--- src/rtl/dram_wb_arbiter_if.sv ---
// Bus bundle between the core-side Wishbone masters, the DRAM wrapper port and the arbiter.
// The slave modport is the arbiter's view; the master modport is the view of whoever drives the requesters and wrapper.
interface dram_wb_arbiter_if #(
  parameter int NUM_MASTERS = 4,
  parameter int WORD_SIZE   = 256,
  parameter int ADDR_WIDTH  = 32
);
  localparam int IDX_W = $clog2(NUM_MASTERS);

  // Handshake: a requester raises cyc&stb with we/addr/data stable and holds them until it
  // sees its one-cycle ack or err bit; the wrapper side holds cyc/stb until its single-cycle ack.
  logic [NUM_MASTERS-1:0]            m_cyc_i;
  logic [NUM_MASTERS-1:0]            m_stb_i;
  logic [NUM_MASTERS-1:0]            m_we_i;
  logic [NUM_MASTERS*ADDR_WIDTH-1:0] m_addr_i;
  logic [NUM_MASTERS*WORD_SIZE-1:0]  m_data_i;
  logic [WORD_SIZE-1:0]              m_data_o;
  logic [NUM_MASTERS-1:0]            m_ack_o;
  logic [NUM_MASTERS-1:0]            m_err_o;
  logic                              s_cyc_o;
  logic                              s_stb_o;
  logic                              s_we_o;
  logic [ADDR_WIDTH-1:0]             s_addr_o;
  logic [WORD_SIZE-1:0]              s_data_o;
  logic [WORD_SIZE-1:0]              s_data_i;
  logic                              s_ack_i;
  logic [IDX_W-1:0]                  grant_o;
  logic                              busy_o;
  logic [1:0]                        state_o;

  modport slave (
    input  m_cyc_i, m_stb_i, m_we_i, m_addr_i, m_data_i, s_data_i, s_ack_i,
    output m_data_o, m_ack_o, m_err_o, s_cyc_o, s_stb_o, s_we_o, s_addr_o, s_data_o,
           grant_o, busy_o, state_o
  );

  modport master (
    output m_cyc_i, m_stb_i, m_we_i, m_addr_i, m_data_i, s_data_i, s_ack_i,
    input  m_data_o, m_ack_o, m_err_o, s_cyc_o, s_stb_o, s_we_o, s_addr_o, s_data_o,
           grant_o, busy_o, state_o
  );
endinterface

--- src/rtl/dram_wb_arbiter.sv ---
// Round-robin arbiter sharing the DRAM wrapper's Wishbone port, one transaction in flight.
// Define DRAM_ARB_TIMEOUT_EN to add the BUSY watchdog (m_err_o pulse, then DRAIN the late ack).
module dram_wb_arbiter #(
  parameter int NUM_MASTERS    = 4,
  parameter int WORD_SIZE      = 256,
  parameter int ADDR_WIDTH     = 32,
  parameter int TIMEOUT_CYCLES = 1024
) (
  input logic              sys_clk,
  input logic              rst,
  dram_wb_arbiter_if.slave bus
);
  localparam int IDX_W = $clog2(NUM_MASTERS);

  typedef enum logic [1:0] {IDLE = 2'd0, BUSY = 2'd1, DRAIN = 2'd2} state_t;

  state_t                 state, state_n;
  logic [NUM_MASTERS-1:0] req;
  logic [IDX_W-1:0]       rr_ptr;
  logic [IDX_W-1:0]       pick;
  logic [IDX_W-1:0]       cand;
  logic [IDX_W-1:0]       grant_inc;
  logic                   any_req;
  logic                   tmo_hit;
  int                     sum;

  assign req          = bus.m_cyc_i & bus.m_stb_i;
  assign bus.state_o  = state;
  assign grant_inc    = (bus.grant_o == IDX_W'(NUM_MASTERS - 1)) ? '0 : bus.grant_o + 1'b1;

  // Walk downward so the last hit is the one nearest rr_ptr in the upward direction.
  always_comb begin
    pick    = rr_ptr;
    any_req = 1'b0;
    cand    = '0;
    sum     = 0;
    for (int i = NUM_MASTERS - 1; i >= 0; i--) begin
      sum = int'(rr_ptr) + i;
      if (sum >= NUM_MASTERS) sum = sum - NUM_MASTERS;
      cand = IDX_W'(sum);
      if (req[cand]) begin
        any_req = 1'b1;
        pick    = cand;
      end
    end
  end

  always_ff @(posedge sys_clk or posedge rst) begin
    if (rst) state <= IDLE;
    else     state <= state_n;
  end

  always_comb begin
    state_n = state;
    case (state)
      IDLE:    if (any_req) state_n = BUSY;
      BUSY: begin
        if (bus.s_ack_i)  state_n = IDLE;
        else if (tmo_hit) state_n = DRAIN;
      end
      DRAIN:   if (bus.s_ack_i) state_n = IDLE;
      default: state_n = IDLE;
    endcase
  end

  always_ff @(posedge sys_clk or posedge rst) begin
    if (rst) begin
      rr_ptr       <= '0;
      bus.grant_o  <= '0;
      bus.s_cyc_o  <= 1'b0;
      bus.s_stb_o  <= 1'b0;
      bus.s_we_o   <= 1'b0;
      bus.s_addr_o <= '0;
      bus.s_data_o <= '0;
      bus.m_data_o <= '0;
      bus.m_ack_o  <= '0;
      bus.busy_o   <= 1'b0;
    end else begin
      bus.m_ack_o <= '0;
      bus.busy_o  <= (state_n != IDLE);
      case (state)
        IDLE: begin
          if (any_req) begin
            bus.grant_o  <= pick;
            bus.s_we_o   <= bus.m_we_i[pick];
            bus.s_addr_o <= bus.m_addr_i[pick*ADDR_WIDTH +: ADDR_WIDTH];
            bus.s_data_o <= bus.m_data_i[pick*WORD_SIZE +: WORD_SIZE];
            bus.s_cyc_o  <= 1'b1;
            bus.s_stb_o  <= 1'b1;
          end
        end
        BUSY: begin
          if (bus.s_ack_i) begin
            bus.s_cyc_o  <= 1'b0;
            bus.s_stb_o  <= 1'b0;
            bus.m_data_o <= bus.s_data_i;
            // An abandoned request still completes downstream but gets no ack.
            if (bus.m_cyc_i[bus.grant_o]) bus.m_ack_o[bus.grant_o] <= 1'b1;
            rr_ptr <= grant_inc;
          end else if (tmo_hit) begin
            bus.s_cyc_o <= 1'b0;
            bus.s_stb_o <= 1'b0;
          end
        end
        DRAIN: if (bus.s_ack_i) rr_ptr <= grant_inc;
        default: ;
      endcase
    end
  end

`ifdef DRAM_ARB_TIMEOUT_EN
  logic [15:0] tmo_cnt;

  // A same-cycle ack beats the limit.
  assign tmo_hit = (state == BUSY) && !bus.s_ack_i && (tmo_cnt == 16'(TIMEOUT_CYCLES - 1));

  always_ff @(posedge sys_clk or posedge rst) begin
    if (rst) begin
      tmo_cnt     <= '0;
      bus.m_err_o <= '0;
    end else begin
      bus.m_err_o <= '0;
      if (state != BUSY) tmo_cnt <= '0;
      else if (!tmo_hit) tmo_cnt <= tmo_cnt + 16'd1;
      if (tmo_hit) bus.m_err_o[bus.grant_o] <= 1'b1;
    end
  end
`else
  // Watchdog absent: BUSY waits for the ack indefinitely, the limit is not consulted.
  logic unused_tmo_limit;
  assign unused_tmo_limit = (TIMEOUT_CYCLES > 0);
  assign tmo_hit          = 1'b0;
  assign bus.m_err_o      = '0;
`endif
endmodule

--- src/flat_wrapper.sv ---
// flat-port wrapper written by rule: the top's interface ports become plain ports
module dram_wb_arbiter_flat 
#(
  parameter int NUM_MASTERS    = 4,
  parameter int WORD_SIZE      = 256,
  parameter int ADDR_WIDTH     = 32,
  parameter int TIMEOUT_CYCLES = 1024
)
  (sys_clk, rst, bus_m_cyc_i, bus_m_stb_i, bus_m_we_i, bus_m_addr_i, bus_m_data_i, bus_s_data_i, bus_s_ack_i, bus_m_data_o, bus_m_ack_o, bus_m_err_o, bus_s_cyc_o, bus_s_stb_o, bus_s_we_o, bus_s_addr_o, bus_s_data_o, bus_grant_o, bus_busy_o, bus_state_o);
  dram_wb_arbiter_if #(.NUM_MASTERS(NUM_MASTERS), .WORD_SIZE(WORD_SIZE), .ADDR_WIDTH(ADDR_WIDTH)) bus_i ();
  input logic sys_clk;
  input logic rst;
  input wire logic [$bits(bus_i.m_cyc_i)-1:0] bus_m_cyc_i;
  input wire logic [$bits(bus_i.m_stb_i)-1:0] bus_m_stb_i;
  input wire logic [$bits(bus_i.m_we_i)-1:0] bus_m_we_i;
  input wire logic [$bits(bus_i.m_addr_i)-1:0] bus_m_addr_i;
  input wire logic [$bits(bus_i.m_data_i)-1:0] bus_m_data_i;
  input wire logic [$bits(bus_i.s_data_i)-1:0] bus_s_data_i;
  input wire logic [$bits(bus_i.s_ack_i)-1:0] bus_s_ack_i;
  output wire logic [$bits(bus_i.m_data_o)-1:0] bus_m_data_o;
  output wire logic [$bits(bus_i.m_ack_o)-1:0] bus_m_ack_o;
  output wire logic [$bits(bus_i.m_err_o)-1:0] bus_m_err_o;
  output wire logic [$bits(bus_i.s_cyc_o)-1:0] bus_s_cyc_o;
  output wire logic [$bits(bus_i.s_stb_o)-1:0] bus_s_stb_o;
  output wire logic [$bits(bus_i.s_we_o)-1:0] bus_s_we_o;
  output wire logic [$bits(bus_i.s_addr_o)-1:0] bus_s_addr_o;
  output wire logic [$bits(bus_i.s_data_o)-1:0] bus_s_data_o;
  output wire logic [$bits(bus_i.grant_o)-1:0] bus_grant_o;
  output wire logic [$bits(bus_i.busy_o)-1:0] bus_busy_o;
  output wire logic [$bits(bus_i.state_o)-1:0] bus_state_o;
  assign bus_i.m_cyc_i = bus_m_cyc_i;
  assign bus_i.m_stb_i = bus_m_stb_i;
  assign bus_i.m_we_i = bus_m_we_i;
  assign bus_i.m_addr_i = bus_m_addr_i;
  assign bus_i.m_data_i = bus_m_data_i;
  assign bus_i.s_data_i = bus_s_data_i;
  assign bus_i.s_ack_i = bus_s_ack_i;
  assign bus_m_data_o = bus_i.m_data_o;
  assign bus_m_ack_o = bus_i.m_ack_o;
  assign bus_m_err_o = bus_i.m_err_o;
  assign bus_s_cyc_o = bus_i.s_cyc_o;
  assign bus_s_stb_o = bus_i.s_stb_o;
  assign bus_s_we_o = bus_i.s_we_o;
  assign bus_s_addr_o = bus_i.s_addr_o;
  assign bus_s_data_o = bus_i.s_data_o;
  assign bus_grant_o = bus_i.grant_o;
  assign bus_busy_o = bus_i.busy_o;
  assign bus_state_o = bus_i.state_o;
  dram_wb_arbiter #(.NUM_MASTERS(NUM_MASTERS), .WORD_SIZE(WORD_SIZE), .ADDR_WIDTH(ADDR_WIDTH), .TIMEOUT_CYCLES(TIMEOUT_CYCLES)) u_core (.sys_clk(sys_clk), .rst(rst), .bus(bus_i));
endmodule
--- config.mk ---
export PLATFORM = sky130hd
export DESIGN_NAME = dram_wb_arbiter_flat
export DESIGN_NICKNAME = d
export VERILOG_FILES = /design/src/rtl/dram_wb_arbiter_if.sv /design/src/rtl/dram_wb_arbiter.sv /design/src/flat_wrapper.sv
export SDC_FILE = /design/constraint.sdc
export NUM_CORES = 2
export LEC_CHECK = 0
export ABC_AREA = 1
export CAP_MARGIN = 20
export CORE_AREA = 8 8 766 768
export CTS_CLUSTER_SIZE = 16
export DETAILED_ROUTE_END_ITERATION = 10
export DIE_AREA = 0 0 774 776
export GPL_ROUTABILITY_DRIVEN = 0
export HOLD_SLACK_MARGIN = 0.05
export SETUP_SLACK_MARGIN = 0.4
export SYNTH_ARGS = -nofsm -noshare
export SYNTH_HDL_FRONTEND = slang
export SYNTH_SLANG_ARGS = --single-unit
--- constraint.sdc ---
create_clock -name sys_clk -period 31.1 [get_ports sys_clk]
set_clock_uncertainty 0.05 [all_clocks]
set_input_delay 9.33 -clock sys_clk [delete_from_list [all_inputs] [get_ports sys_clk]]
set_output_delay 9.33 -clock sys_clk [all_outputs]
set_load 0.02 [all_outputs]
Word-level counts from Yosys, hierarchy flattened
Cells that the tools add are included.
- bits in registers: 557
- input port bits: 1423
- output and inout port bits: 560
- $add $sub $neg: 8
- magnitude comparators: 11
- eq/ne operators: 5
- shifts and indexed selects: 2
- multiplexer cells: 36
- bitwise operators: 1
- reduce and logical (&&, ||, !) cells: 9
- operators by type and width (kind ; count):
    $shiftx A1024 B11 Y256 ; 1
    $shiftx A128 B8 Y32 ; 1
    $mux W2 ; 11
    $lt A2 B3 Y1 const B ; 6
    $mux W1 ; 13
    $bmux W1 S2 ; 6
    $mux W4 ; 3
    $ge A3 B3 Y1 const B ; 3
    $sub A2 B1 Y2 const B ; 4
    $add A2 B2 Y3 const B ; 2
    $reduce_and A2 Y1 ; 3
    $and A4 B4 Y4 ; 1
    $eq A2 B2 Y1 const B ; 2
    $pmux W2 S2 ; 1
    $reduce_bool A2 Y1 ; 2
    $add A2 B1 Y3 const B ; 1
    $ge A2 B3 Y1 const B ; 1
    $reduce_and A3 Y1 ; 1
    $add A2 B1 Y2 const B ; 1
    $demux W1 S2 ; 1
    $eq A2 B1 Y1 const B ; 1
    $ge A2 B1 Y1 const B ; 1
    $logic_not A2 Y1 ; 1
    $ne A2 B1 Y1 const B ; 1
    other kinds (4) ; 4

Logic depth before layout (Yosys ltp)
- word-level depth: 12
- mapped depth: 17

Worst setup path after synthesis
No wires, ideal clock.
- path kind: input -> register
- from: input bus_m_cyc_i[0]
- to: register u_core.bus.s_data_o[109]
- library setup time: 0.118 ns
- arrival: 10.672 ns
- required time: 30.932 ns
- setup slack: 20.260 ns
- cell stages on the path: 15
- cell sequence: nand2_1 > nand2_1 > nand2_1 > nor2_1 > nor2_2 > nand2_1 > nand2_1 > nand2_1 > nand2_1 > inv_2 > buf_2 > clkbuf_1 > nand3_1 > nand3_1 > nand2_1
- word-level cells in the longest chain between the ends: 8
- elaborated cells between the ends (all ways): 19
- those cells by class: shift (1); mux (16); bitwise (1); reduce/logical (1)
- RTL lines (what ; RTL line ; text):
    start, declared ; flat_wrapper.sv:13 ; input wire logic [$bits(bus_i.m_cyc_i)-1:0] bus_m_cyc_i;
    $and A4 B4 Y4 * ; dram_wb_arbiter.sv:27 ; assign req = bus.m_cyc_i & bus.m_stb_i;
    $bmux W1 S2 ; dram_wb_arbiter.sv:41 ; if (req[cand]) begin
    $mux W1 (implied by the code) ; dram_wb_arbiter.sv:41 ;
    $mux W2 or $mux W1 (tied branches) (4 in a row) ; dram_wb_arbiter.sv:41 ;
    $shiftx A1024 B11 Y256 or $reduce_and A2 Y1 (tied branches) ; -- ;
    end signal, assigned ; dram_wb_arbiter.sv:87 ; bus.s_data_o <= bus.m_data_i[pick*WORD_SIZE +: WORD_SIZE];
    end, declared ; dram_wb_arbiter_if.sv:33 ; output m_data_o, m_ack_o, m_err_o, s_cyc_o, s_stb_o, s_we_o, s_addr_o, s_data_o,
Every way passes the cells marked *; elsewhere a longest branch is shown, timed or not. The select of a mux whose other input is x is not followed.
A chain may end at the register's enable or synchronous reset.

Worst setup path in the final report
- from: input bus_m_stb_i[0]
- to: register u_core.bus.s_data_o[241]
- word-level cells in the longest chain between the ends: 8
- elaborated cells between the ends (all ways): 19
- those cells by class: shift (1); mux (16); bitwise (1); reduce/logical (1)
- RTL lines (what ; RTL line ; text):
    start, declared ; flat_wrapper.sv:14 ; input wire logic [$bits(bus_i.m_stb_i)-1:0] bus_m_stb_i;
    $and A4 B4 Y4 * ; dram_wb_arbiter.sv:27 ;
    $bmux W1 S2 ; dram_wb_arbiter.sv:41 ;
    $mux W1 (implied by the code) ; dram_wb_arbiter.sv:41 ;
    $mux W2 or $mux W1 (tied branches) (4 in a row) ; dram_wb_arbiter.sv:41 ;
    $shiftx A1024 B11 Y256 or $reduce_and A2 Y1 (tied branches) ; -- ;
Marked as above.

==> qor.yml <==
status: "complete, no violations"
wirelength_mm: 418
ys_seq_area_share_pct: 46.2
timing.rr.end: "u_core.bus.s_data_o[168]"
wire_per_inst_um: 30.1
area_growth_pct: 104
r2r_slack_ps: 26290
crit_fanout: 77
p_per_area_nw_per_um2: 138
min_path_cells: 2
syn_area_um2: 30200
insertion_delay_ps: 790
yosys_warnings: 0
syn_inst: 4382
p_leak_nw: 24.8
placed_area_um2: 58400
grt_pass1_vias: 40158
ys_ff_latch: 557
core_region_area_um2: 575000
vias_per_cell: 3.01
drtAntennaViolNets: 0
cts_buffers: 87
hold_end: "u_core.bus.s_data_o[26]"
max_cap_viol_count: 0
start_kind: "primary input"
end_kind: "register"
clk_pin_slew_ps: 60
cts_root_buf: "clkbuf_16"
ioPinCount: 1983
cts_buffer_depth: 4
grt_start_max_net_pins: 202
fin_area_um2: 61500
worstPathRequired_ps: 31800
finalCriticalPeriod_ps: 13240
grt_overflow_total: 0
seq_area_um2: 13900
dr.pass1.iters: 9
multi_input_area_um2: 14700
tritoncts: "built"
cts_hold_buf: 0
finalSetupViolCount: 0
post_cts_buffers: 0
final_layout_size_suffix_gt1_share_pct: 3.85
r2r_start: "u_core.rr_ptr[0]"
crit_arrival_ps: 13940
track_usage_pct: 13.2
drt_iter0_markers: 4450
max_slew.worst_pin.slew_ps: 1210
grt_pass1_wl_mm: 506
avgSynthCellArea_um2: 6.89
die_x_um: 774
max_freq_mhz: 75.5
hp-class: "reg2reg"
crit_type: "in2reg"
die_height_um: 776
die_area_um2: 601000
drv_slew: 0
worst-r2r-cell-count: 13
h-tree-depth: 3
cts_resized: 0
drc_errors: 0
io_buffers: 1978
vdd_ir_drop_max_uv: 133
synth_cell_types: 27
period_share_pct: 42.6
antenna_found_initial: 348
start_util_pct: 5.25
rsz0062_at_grt: "false"
fin_tns_setup_ps: 0
hpwl_mm: 368
n_fill_cell: 66690
relSlewSlack_pct: 19.3
clock-sinks: 557
fp-row-count: 279
p_total_mw: 8.51
hold_path.startpoint: "u_core.bus.s_data_o[26]"
hold_violations: 0
vias: 41807
nets: 7598
## cell families (layout without fill, tap and decap cells)
family          after synthesis  after routing  synth area share, %
compound gates               13             13                0.269
fa+ha+maj                     7              7                0.290
buf+inv                     365           2210                 5.57
flops                       557            557                 46.2
other cells                   1             93               0.0124
simple gates               3439           3439                 47.7
## critical path, stage by stage
cell and delay, ps:
clkdlybuf4s50_1 510, nand2_1 140, nand2_1 90, nand2_1 160
nor2_1 70, nor2_2 170, nand2_4 120, nand3_2 140
nand2_8 310, nand2_8 410, buf_4 440, buf_4 560
buf_4 760, nand2_1 230, nand3_1 150, nand3_1 80
nand2_1 100
## cell usage in the layout, fill, tap and decap left out, types with 2 or more instances in the layout
cell	synthesis	layout
buf_4	27	67
nor2_1	10	10
nand2_4	1	3
clkbuf_16	0	87
o21ai_0	8	8
nand2_1	2253	2251
clkinvlp_4	0	9
inv_2	4	2
nor2_2	2	2
clkdlybuf4s50_1	0	1961
nand3_1	1165	1165
clkinv_4	0	3
clkinv_2	0	12
clkbuf_1	132	10
conb_1	1	4
nand2_8	0	3
inv_1	12	11
inv_8	0	4
clkbuf_8	0	13
inv_6	0	10
diode_2	0	89
a21oi_1	3	3
buf_12	0	2
bufinv_16	0	6
buf_2	148	10
ha_1	7	7
dfrtp_1	557	557
## cells in the mapped netlist, drive strengths merged
cell type | n | area (µm²)
nand2 | 2257 | 8490
nand3 | 1166 | 5840
dfrtp | 557 | 13900
buf | 215 | 1120
clkbuf | 132 | 495
inv | 17 | 66.3
nor2 | 12 | 50.1
o21ai | 9 | 56.3
ha | 7 | 87.6
a21oi | 3 | 15.0
nand4 | 2 | 18.8
a221o | 1 | 10.0
and3 | 1 | 6.26
clkinv | 1 | 3.75
conb | 1 | 3.75
or2 | 1 | 6.26
## how the worst max path moves through the flow
stage	start	end	slack, ps	cells past startpoint
CTS	bus_m_stb_i[0]	u_core.bus.s_data_o[127]	17930	14
global route	bus_m_stb_i[0]	u_core.bus.s_data_o[241]	17620	16
floorplan	rst	u_core.bus.busy_o	6140	1
finish	bus_m_stb_i[0]	u_core.bus.s_data_o[241]	17860	17
detailed placement	bus_m_stb_i[0]	u_core.bus.s_data_o[241]	17020	16
global placement	bus_m_stb_i[0]	u_core.bus.s_data_o[127]	16970	14
## where the power goes
| group | total, mW | internal, mW | switching, mW |
|---|---|---|---|
| Combinational | 6.10 | 1.66 | 4.44 |
| Sequential | 1.37 | 1.11 | 0.258 |
| Clock | 1.04 | 0.596 | 0.440 |
## through the flow
stage | instances | setup WS, ps | hold WS [ps] | utilization (%)
2_1_floorplan | 4385 | 6140 | 541 | -
3_3_place_gp | 13666 | 16970 | 412 | 10.2
3_5_place_dp | 13666 | 17020 | 414 | 10.2
4_1_cts | 13817 | 17930 | 429 | 10.7
5_1_grt | 13847 | 17620 | 446 | 10.7
6_report | 13906 | 17860 | 428 | 10.7
## cell type report
cell class	instances	area share, %
antenna	89	0.362
clock buffer	110	3.89
clock inverter	41	0.718
inverter	18	0.163
multi-input combinational	3463	23.8
sequential	557	22.7
tap	7587	15.4
timing repair buffer	2041	32.9
## layer usage
metal | vias to the layer above | track usage, % | wire length, µm
li1 | 17831 | - | -
met1 | 19802 | 14.5 | 155000
met2 | 3186 | 19.8 | 175000
met3 | 868 | 9.37 | 69400
met4 | 120 | 4.51 | 18600
met5 | - | 0 | 776
## state kept, by name (all words and copies together) (netlist names)
| register | flops |
|---|---|
| u_core.bus.busy_o | 1 |
| u_core.bus.grant_o | 2 |
| u_core.bus.m_ack_o | 4 |
| u_core.bus.m_data_o | 256 |
| u_core.bus.s_addr_o | 32 |
| u_core.bus.s_cyc_o | 1 |
| u_core.bus.s_data_o | 256 |
| u_core.bus.s_we_o | 1 |
| u_core.bus.state_o | 2 |
| u_core.rr_ptr | 2 |
(Power assumes the default switching activity.)
